## config.mk

```make
export PLATFORM = sky130hd
export DESIGN_NAME = mem_arbiter
export DESIGN_NICKNAME = d
export VERILOG_FILES = /design/src/rtl/mem_arb_pkg.sv /design/src/rtl/mem_arb_pick.sv /design/src/rtl/mem_arbiter.sv
export SDC_FILE = /design/constraint.sdc
export NUM_CORES = 1
export LEC_CHECK = 0
export ABC_AREA = 1
export ABC_CLOCK_PERIOD_IN_PS = 2700
export CELL_PAD_IN_SITES_DETAIL_PLACEMENT = 1
export CELL_PAD_IN_SITES_GLOBAL_PLACEMENT = 1
export CORE_UTILIZATION = 24
export CTS_CLUSTER_DIAMETER = 30
export DETAILED_ROUTE_END_ITERATION = 7
export PLACE_DENSITY_LB_ADDON = 0.1
export SYNTH_ARGS = -nofsm -noshare
export SYNTH_HDL_FRONTEND = slang
export SYNTH_SLANG_ARGS = --single-unit
```

## constraint.sdc

```tcl
create_clock -name clk -period 2.7 [get_ports clk]
set_input_delay 0.405 -clock clk [delete_from_list [all_inputs] [get_ports clk]]
set_output_delay 0.405 -clock clk [all_outputs]
set_load 0.01 [all_outputs]
```

## src/rtl/mem_arb_pkg.sv

```systemverilog
// Shared FSM state encoding and requester identifiers for the two-port memory arbiter.
package mem_arb_pkg;

    typedef enum logic [1:0] {
        IDLE   = 2'b00,
        ACCESS = 2'b01,
        RESP   = 2'b10
    } state_t;

    localparam logic OWN_I = 1'b0;
    localparam logic OWN_D = 1'b1;

endpackage

```

## src/rtl/mem_arb_pick.sv

```systemverilog
// Combinational grant selection between the fetch and data requesters.
// Define MEM_ARB_RR_EN for round-robin contention; otherwise data always wins.
module mem_arb_pick
    import mem_arb_pkg::*;
(
    input  logic i_req,
    input  logic d_req,
    input  logic last_owner,
    output logic grant_valid_c,
    output logic grant_owner_c
);

`ifndef MEM_ARB_RR_EN
    // Fixed priority never looks at the previous grant.
    logic unused_last_owner;
    assign unused_last_owner = last_owner;
`endif

    always_comb begin
        grant_valid_c = i_req | d_req;
        grant_owner_c = OWN_I;
        if (i_req && d_req) begin
`ifdef MEM_ARB_RR_EN
            grant_owner_c = ~last_owner;
`else
            grant_owner_c = OWN_D;
`endif
        end else if (d_req) begin
            grant_owner_c = OWN_D;
        end
    end

endmodule

```

## src/rtl/mem_arbiter.sv

```systemverilog
// Two-requester (fetch/data) single-port memory arbiter with fixed 3-cycle occupancy.
// Build option MEM_ARB_RR_EN selects round-robin contention (see mem_arb_pick).
module mem_arbiter
    import mem_arb_pkg::*;
#(
    parameter int unsigned ADDR_W = 32,
    parameter int unsigned DATA_W = 32
) (
    input  logic              clk,
    input  logic              rst,
    input  logic              i_req,
    input  logic [ADDR_W-1:0] i_addr,
    output logic              i_ack,
    output logic [DATA_W-1:0] i_rdata,
    input  logic              d_req,
    input  logic              d_we,
    input  logic [ADDR_W-1:0] d_addr,
    input  logic [DATA_W-1:0] d_wdata,
    output logic              d_ack,
    output logic [DATA_W-1:0] d_rdata,
    output logic [ADDR_W-1:0] mem_address,
    output logic [DATA_W-1:0] mem_data_in,
    output logic              mem_write,
    input  logic [DATA_W-1:0] mem_data_out,
    output logic              busy,
    output logic              owner
);

    state_t state;
    logic   we_q;
    logic   i_rd_en;
    logic   d_rd_en;
    logic   grant_valid;
    logic   grant_owner;

    mem_arb_pick u_pick (
        .i_req         (i_req),
        .d_req         (d_req),
        .last_owner    (owner),
        .grant_valid_c (grant_valid),
        .grant_owner_c (grant_owner)
    );

    // mem_address and mem_data_in double as the registered request address and write data.
    always_ff @(posedge clk or posedge rst) begin
        if (rst) begin
            state       <= IDLE;
            owner       <= OWN_I;
            we_q        <= 1'b0;
            mem_address <= '0;
            mem_data_in <= '0;
            mem_write   <= 1'b0;
            i_ack       <= 1'b0;
            d_ack       <= 1'b0;
            i_rd_en     <= 1'b0;
            d_rd_en     <= 1'b0;
            busy        <= 1'b0;
        end else begin
            case (state)
                IDLE: begin
                    if (grant_valid) begin
                        state       <= ACCESS;
                        busy        <= 1'b1;
                        owner       <= grant_owner;
                        we_q        <= (grant_owner == OWN_D) && d_we;
                        mem_address <= (grant_owner == OWN_D) ? d_addr : i_addr;
                        mem_write   <= (grant_owner == OWN_D) && d_we;
                        mem_data_in <= ((grant_owner == OWN_D) && d_we) ? d_wdata : '0;
                    end
                end
                ACCESS: begin
                    state       <= RESP;
                    mem_write   <= 1'b0;
                    mem_data_in <= '0;
                    i_ack       <= (owner == OWN_I);
                    d_ack       <= (owner == OWN_D);
                    i_rd_en     <= (owner == OWN_I);
                    d_rd_en     <= (owner == OWN_D) && !we_q;
                end
                RESP: begin
                    state       <= IDLE;
                    busy        <= 1'b0;
                    we_q        <= 1'b0;
                    mem_address <= '0;
                    i_ack       <= 1'b0;
                    d_ack       <= 1'b0;
                    i_rd_en     <= 1'b0;
                    d_rd_en     <= 1'b0;
                end
                default: begin
                    state <= IDLE;
                end
            endcase
        end
    end

    // Memory read data arrives during RESP, so the return path is a gated pass-through.
    assign i_rdata = i_rd_en ? mem_data_out : '0;
    assign d_rdata = d_rd_en ? mem_data_out : '0;

endmodule

```

==> results of run 1 <==
==> cells by family (layout without fill, tap and decap cells) <==
group	after synthesis	in the layout	share of synthesized area (%)
other cells	0	1	0
flops	73	73	45.5
compound gates	7	7	1.03
fa+ha+maj	4	4	1.25
buf+inv	114	368	12.9
simple gates	373	373	39.3
==> power groups by stage <==
stage	Combinational [mW]	Sequential, mW	Clock [mW]
detailed placement	3.48	1.71	0
global placement	3.39	1.68	0
finish	3.41	1.69	1.39
CTS	3.49	1.70	1.43
floorplan	1.50	1.85	0
global route	3.75	1.74	1.47
==> registers in the layout (all words and copies together) (netlist names) <==
signal / count
mem_data_in: 32
we_q: 1
mem_address: 32
busy: 1
d_rd_en: 1
mem_write: 1
state: 2
d_ack: 1
i_rd_en: 1
owner: 1
==> stage by stage <==
step | area (um2) | setup slack, ps | hold slack, ps
after floorplan | 4010 | 442 | 435
after global placement | 6830 | 717 | 449
after detailed placement | 6830 | 685 | 456
after CTS | 7170 | 518 | 467
after global routing | 7170 | 435 | 507
final | 7180 | 575 | 454
==> cells in the final DEF, fill, tap and decap left out <==
master,count
buf_2,1
bufinv_16,3
o21ai_0,4
buf_12,2
inv_2,2
nand4_1,1
clkinvlp_4,1
nand3_1,132
ha_1,4
nand2_1,237
clkinv_1,1
dfrtp_1,73
diode_2,1
o21ai_4,1
clkinv_2,2
clkbuf_1,1
o22ai_1,2
inv_1,69
nor2_4,1
nor2_2,2
clkbuf_8,1
clkbuf_16,9
clkdlybuf4s50_1,264
buf_4,12
==> path summary, 6_finish.rpt <==
check | endpoint | startpoint | cells past startpoint
hold / removal | mem_data_in[25] | rst | 2
min in group clk | d_rd_en | we_q | 1
setup reg to reg | mem_address[31] | state[1] | 7
max in group asynchronous | d_ack | rst | 3
hold reg to reg | d_rd_en | we_q | 1
setup / recovery | d_rdata[3] | d_rd_en | 4
==> per-layer routing <==
metal / share of wire, % / up-vias / global-route usage, %
met5: 0 / - / 0
met4: 0.69 / 0 / 3.94
met3: 6.2 / 8 / 5.67
met2: 52 / 151 / 36.3
met1: 41 / 2247 / 22.4
li1: - / 2256 / -
==> cell type report <==
cell class | count | area [um2]
inverters | 73 | 275
multi-input cells | 384 | 1680
flip-flops and latches | 73 | 1830
well taps | 216 | 270
clock inverters | 5 | 103
diodes | 1 | 2.50
fillers | 1940 | 8940
repair buffers | 279 | 2780
clock buffers | 11 | 243
==> reports/qor.yml, run 1 <==
routing:
  drt-initial-drc-count: 167
  drc_errors: 0
  vias: 4662
  viasPerCell: 4.47
  wl_per_cell_um: 15.9
  wl_mm: 16.5
  dr.pass1.iters: 4
  ant_nets: 0
timing:
  clock_skew_ps: 4.86
  relSlewSlack_pct: 57.0
  finalCritPeriodShare_pct: 78.7
  fin_crit_ps: 2130
  hold_violations: 0
  fmax_ghz: 0.471
  fin_setup_tns_ps: 0
  tightest_slew_ps: 645
  drv_slew: 0
  rsz0062_at_grt: "no"
  finalSetupViolations: 0
yosys:
  synth.area.top_cells: "dfrtp_1 46%, nand2_1 22%, nand3_1 16%, inv_1 6.6%, buf_2 2.6%"
  ys_seq_elements: 73
  synth_edf_count: 0
  synth.top_cell.area_share_pct: 45.5
  ys_warn_count: 0
  syn_inst: 571
  async_flop_share_pct: 100
  synthTopCellsByCount: "237 x nand2_1, 132 x nand3_1, 73 x dfrtp_1"
  synthDistinctLibCells: 16
  synth_area_um2: 4010
  synth_flop_cell: "dfrtp_1"
  synth_area_per_cell_um2: 7.03
  yosysMostFrequentCell: "nand2_1"
  ys_seq_area_share_pct: 45.5
  syn-num-nets: 708
  yosys.area.top_type: "dfrtp_1"
worst_setup_path:
  crit_required_ps: 2300
  crit_path_end_kind: "primary output"
  crit_type: "flop to primary output"
  cp_slowest_stage_delay_ps: 570
  cp_cell_sequence: "buf_4 > nand2_1 > inv_1 > clkdlybuf4s50_1"
  path_max_fanout: 32
  cp_slowest_cell: "clkdlybuf4s50_1"
  cpLargestDelayFamily: "buffers and inverters"
  crit_buf_inv: 3
  cp-start-kind: "flop"
  r2r_slack_ps: 970
  cp.arrival_ps: 1720
clock_tree:
  clockRootBuffer: "clkbuf_16"
  clkLatencyLatePin_ps: 340
  tritoncts: "done"
  clock_sinks: 73
  cts_buffers: 9
  clock_tree.buffer_depth: 2
  ctsResizeCount: 0
  post-cts-setup-buffers: 0
  hold_buffers: 0
  clk_pin_slew_ps: 60
  cts_max_level: 3
placed_design:
  io_buffers: 265
  place_congestion: 0.808
  placed_cells: 1025
  place_hpwl_mm: 12.5
floorplan:
  die_area_um2: 17200
  row_count: 46
  core_um2: 16100
  initial_utilization_pct: 24.9
  die_height_um: 131
  io_pins: 266
  die_w_um: 131
power_and_ir_drop:
  p_leak_nw: 3.78
  pwr_density_cell_nw_per_um2: 905
  p_total_mw: 6.49
  p_int_mw: 4.01
  clock_power_share_pct: 21.4
  swShare_pct: 38.3
  ir_drop_mv: 0.472
  p_comb_share_pct: 52.6
  seq_power_share_pct: 26.0
  p_sw_mw: 2.49
worst_hold_path:
  hold_class: "input pin to async pin"
grt:
  grt_first_pass_wirelength_mm: 26.9
  antenna_found_initial: 1
  grtUsageTotal_pct: 19.7
  grt_pass1_vias: 5038
  grt_max_degree: 41
  overflow: 0
run:
  cap_violations: 0
final_layout:
  layout.nets: 957
  area_growth_pct: 78.9
  finish.utilization_pct: 44.5
  stdcell_count: 1042
  drive_above_1_share_pct: 4.48
run_status:
  outcome: "completed"
Power figures use the tool's default switching activity.
==> run 2: changes to the inputs <==
--- a/config.mk
+++ b/config.mk
@@ -6,7 +6,7 @@
 export NUM_CORES = 1
 export LEC_CHECK = 0
 export ABC_AREA = 1
-export ABC_CLOCK_PERIOD_IN_PS = 2700
+export ABC_CLOCK_PERIOD_IN_PS = 2029
 export CELL_PAD_IN_SITES_DETAIL_PLACEMENT = 1
 export CELL_PAD_IN_SITES_GLOBAL_PLACEMENT = 1
 export CORE_UTILIZATION = 24
==> constraint.sdc (replaced) <==
create_clock -name clk -period 2.03 [get_ports clk]
set_input_delay 0.3045 -clock clk [delete_from_list [all_inputs] [get_ports clk]]
set_output_delay 0.3045 -clock clk [all_outputs]
set_load 0.01 [all_outputs]
==> run 2 against run 1 <==
Compared with the run above:
- global-route usage down 0.35 points
- first-iteration DRC count down 19%
- utilization up 0.30 points
- die area unchanged
- clock skew up 3.1 ps
- sequential power up 34%
- critical endpoint is now i_rdata[26]
- highest routed layer unchanged
==> reports/qor.yml, run 2 (same netlist as run 1, synthesis figures left out) <==
run_status:
  outcome: "completed"
worst_setup_path:
  cp_slowest_stage_delay_ps: 560  # about the same
  cpLargestDelayFamily: "buffers and inverters"
  cp.arrival_ps: 1640  # -80 ps
  r2r_end: "mem_address[4]"
  r2r-start: "state[0]"
  crit_required_ps: 1730  # -570 ps
  crit_type: "flop to primary output"
  cp_slowest_cell: "clkdlybuf4s50_1"
  cp-start-kind: "flop"
  crit_path_end_kind: "primary output"
  r2r_slack_ps: 360  # -610 ps
  crit_buf_inv: 3  # unchanged
  path_max_fanout: 33  # +3.1%
  cp_cell_sequence: "buf_12 > nand2_1 > inv_1 > clkdlybuf4s50_1"
  reg2regPathDepth: 7  # unchanged
final_layout:
  layout_commonest_cell: "clkdlybuf4s50_1"
  stdcell_count: 1042  # unchanged
  area_growth_pct: 80.1
  finish.utilization_pct: 44.8  # +0.30 points
  diodes: 0  # -1
  reg_top3: "mem_address (32), mem_data_in (32), state (2)"
  layout.nets: 958  # +0.10%
  drive_above_1_share_pct: 4.48  # -0.0054 points
  layout_common_cells: "264 x clkdlybuf4s50_1, 237 x nand2_1, 132 x nand3_1"
  stdcell_area_um2: 7220  # +0.66%
floorplan:
  row_count: 46  # unchanged
  core_um2: 16100  # unchanged
  die_area_um2: 17200  # unchanged
  initial_utilization_pct: 24.9  # unchanged
  io_pins: 266  # unchanged
  die_w_um: 131  # unchanged
  die_height_um: 131  # unchanged
grt:
  grt_max_degree: 55  # +34%
  antenna_found_initial: 1  # unchanged
  grt_pass1_vias: 4832  # -4.1%
  grtUsageTotal_pct: 19.3  # -0.35 points
  overflow: 0  # unchanged
  grt_first_pass_wirelength_mm: 26.4  # -2.1%
clock_tree:
  cts_max_level: 3  # unchanged
  post-cts-setup-buffers: 0  # unchanged
  clock_tree.buffer_depth: 2  # unchanged
  hold_buffers: 0  # unchanged
  clockRootBuffer: "clkbuf_16"
  tritoncts: "done"
  clkLatencyLatePin_ps: 340  # about the same
  clock_sinks: 73  # unchanged
  cts_buffers: 9  # unchanged
  clk_pin_slew_ps: 60  # about the same
  ctsResizeCount: 0  # unchanged
placed_design:
  place_area_um2: 6900  # +1.1%
  dp_worst_setup_slack_ps: 250  # -436 ps
  io_buffers: 265  # unchanged
  place_hpwl_mm: 12.7  # +1.5%
  place_congestion: 0.812  # +0.45%
  placed_cells: 1026  # +0.098%
timing:
  hold_slack_ps: 357  # -97.7 ps
  relSlewSlack_pct: 58.3  # +1.3 points
  rsz0062_at_grt: "no"
  finalSetupViolations: 0  # unchanged
  fmax_ghz: 0.515
  tightest_slew_ps: 625  # -19.8 ps
  setup_ws_ps: 89.7  # -485 ps
  drv_slew: 0  # unchanged
  fin_crit_ps: 1940
  finalCritPeriodShare_pct: 95.6
  hold_violations: 0  # unchanged
  clock_skew_ps: 7.98  # +3.12 ps
  fin_setup_tns_ps: 0  # unchanged
power_and_ir_drop:
  p_leak_nw: 3.79  # +0.19%
  p_int_mw: 5.30  # +32%
  p_comb_share_pct: 53.6  # +1.0 points
  clock_power_share_pct: 20.1  # -1.3 points
  seq_power_share_pct: 26.3  # +0.3 points
  pwr_density_cell_nw_per_um2: 1190  # +32%
  swShare_pct: 38.6  # +0.26 points
  p_sw_mw: 3.33  # +34%
  ir_drop_mv: 0.525  # +11%
  p_total_mw: 8.63  # +33%
routing:
  drt-initial-drc-count: 135  # -19%
  ant_nets: 0  # unchanged
  viasPerCell: 4.50  # +0.56%
  drc_errors: 0  # unchanged
  dr.pass1.iters: 4  # unchanged
  vias: 4688  # +0.56%
  wl_mm: 16.5  # -0.26%
  wl_per_cell_um: 15.8  # -0.26%
run:
  cap_violations: 0  # unchanged
worst_hold_path:
  hold_class: "input pin to async pin"
run 2: final cells by class:
type                            instances  area (um2)
Fill cell                            1943        8890
Timing Repair Buffer                  280        2850
Sequential cell                        73        1830
Multi-Input combinational cell        384        1680
Inverter                               73         278
Tap cell                              216         270
Clock buffer                           12         246
Clock inverter                          4        76.3
run 2: power groups by stage:
stage | Clock (mW) | Sequential (mW) | Combinational (mW)
2_1_floorplan | 0 | 2.46 | 2.00
3_3_place_gp | 0 | 2.26 | 4.58
3_5_place_dp | 0 | 2.29 | 4.70
4_1_cts | 1.78 | 2.27 | 4.73
5_1_grt | 1.83 | 2.34 | 5.06
6_report | 1.73 | 2.27 | 4.63
run 2: layer usage:
layer / global-route usage, % / wire length (um)
met4: 4.78 / 233
met3: 6.02 / 1130
met1: 22.3 / 6750
met2: 34.5 / 8390
met5: 0 / 0
run 2: worst max-delay path by stage:
stage,startpoint,endpoint,cells past startpoint
after floorplan,state[0],mem_address[10],8
after global placement,mem_data_out[12],d_rdata[12],4
after detailed placement,mem_data_out[12],d_rdata[12],4
after CTS,i_rd_en,i_rdata[26],4
after global routing,d_rd_en,d_rdata[26],4
final,i_rd_en,i_rdata[26],4
run 2: worst reg2reg max path, stage by stage, from the launching register on:
cell and delay [ps]:
dfrtp_1 390, inv_1 130, ha_1 290, inv_2 100, nand2_1 250, buf_4 270, nand3_1 100, nand2_1 90
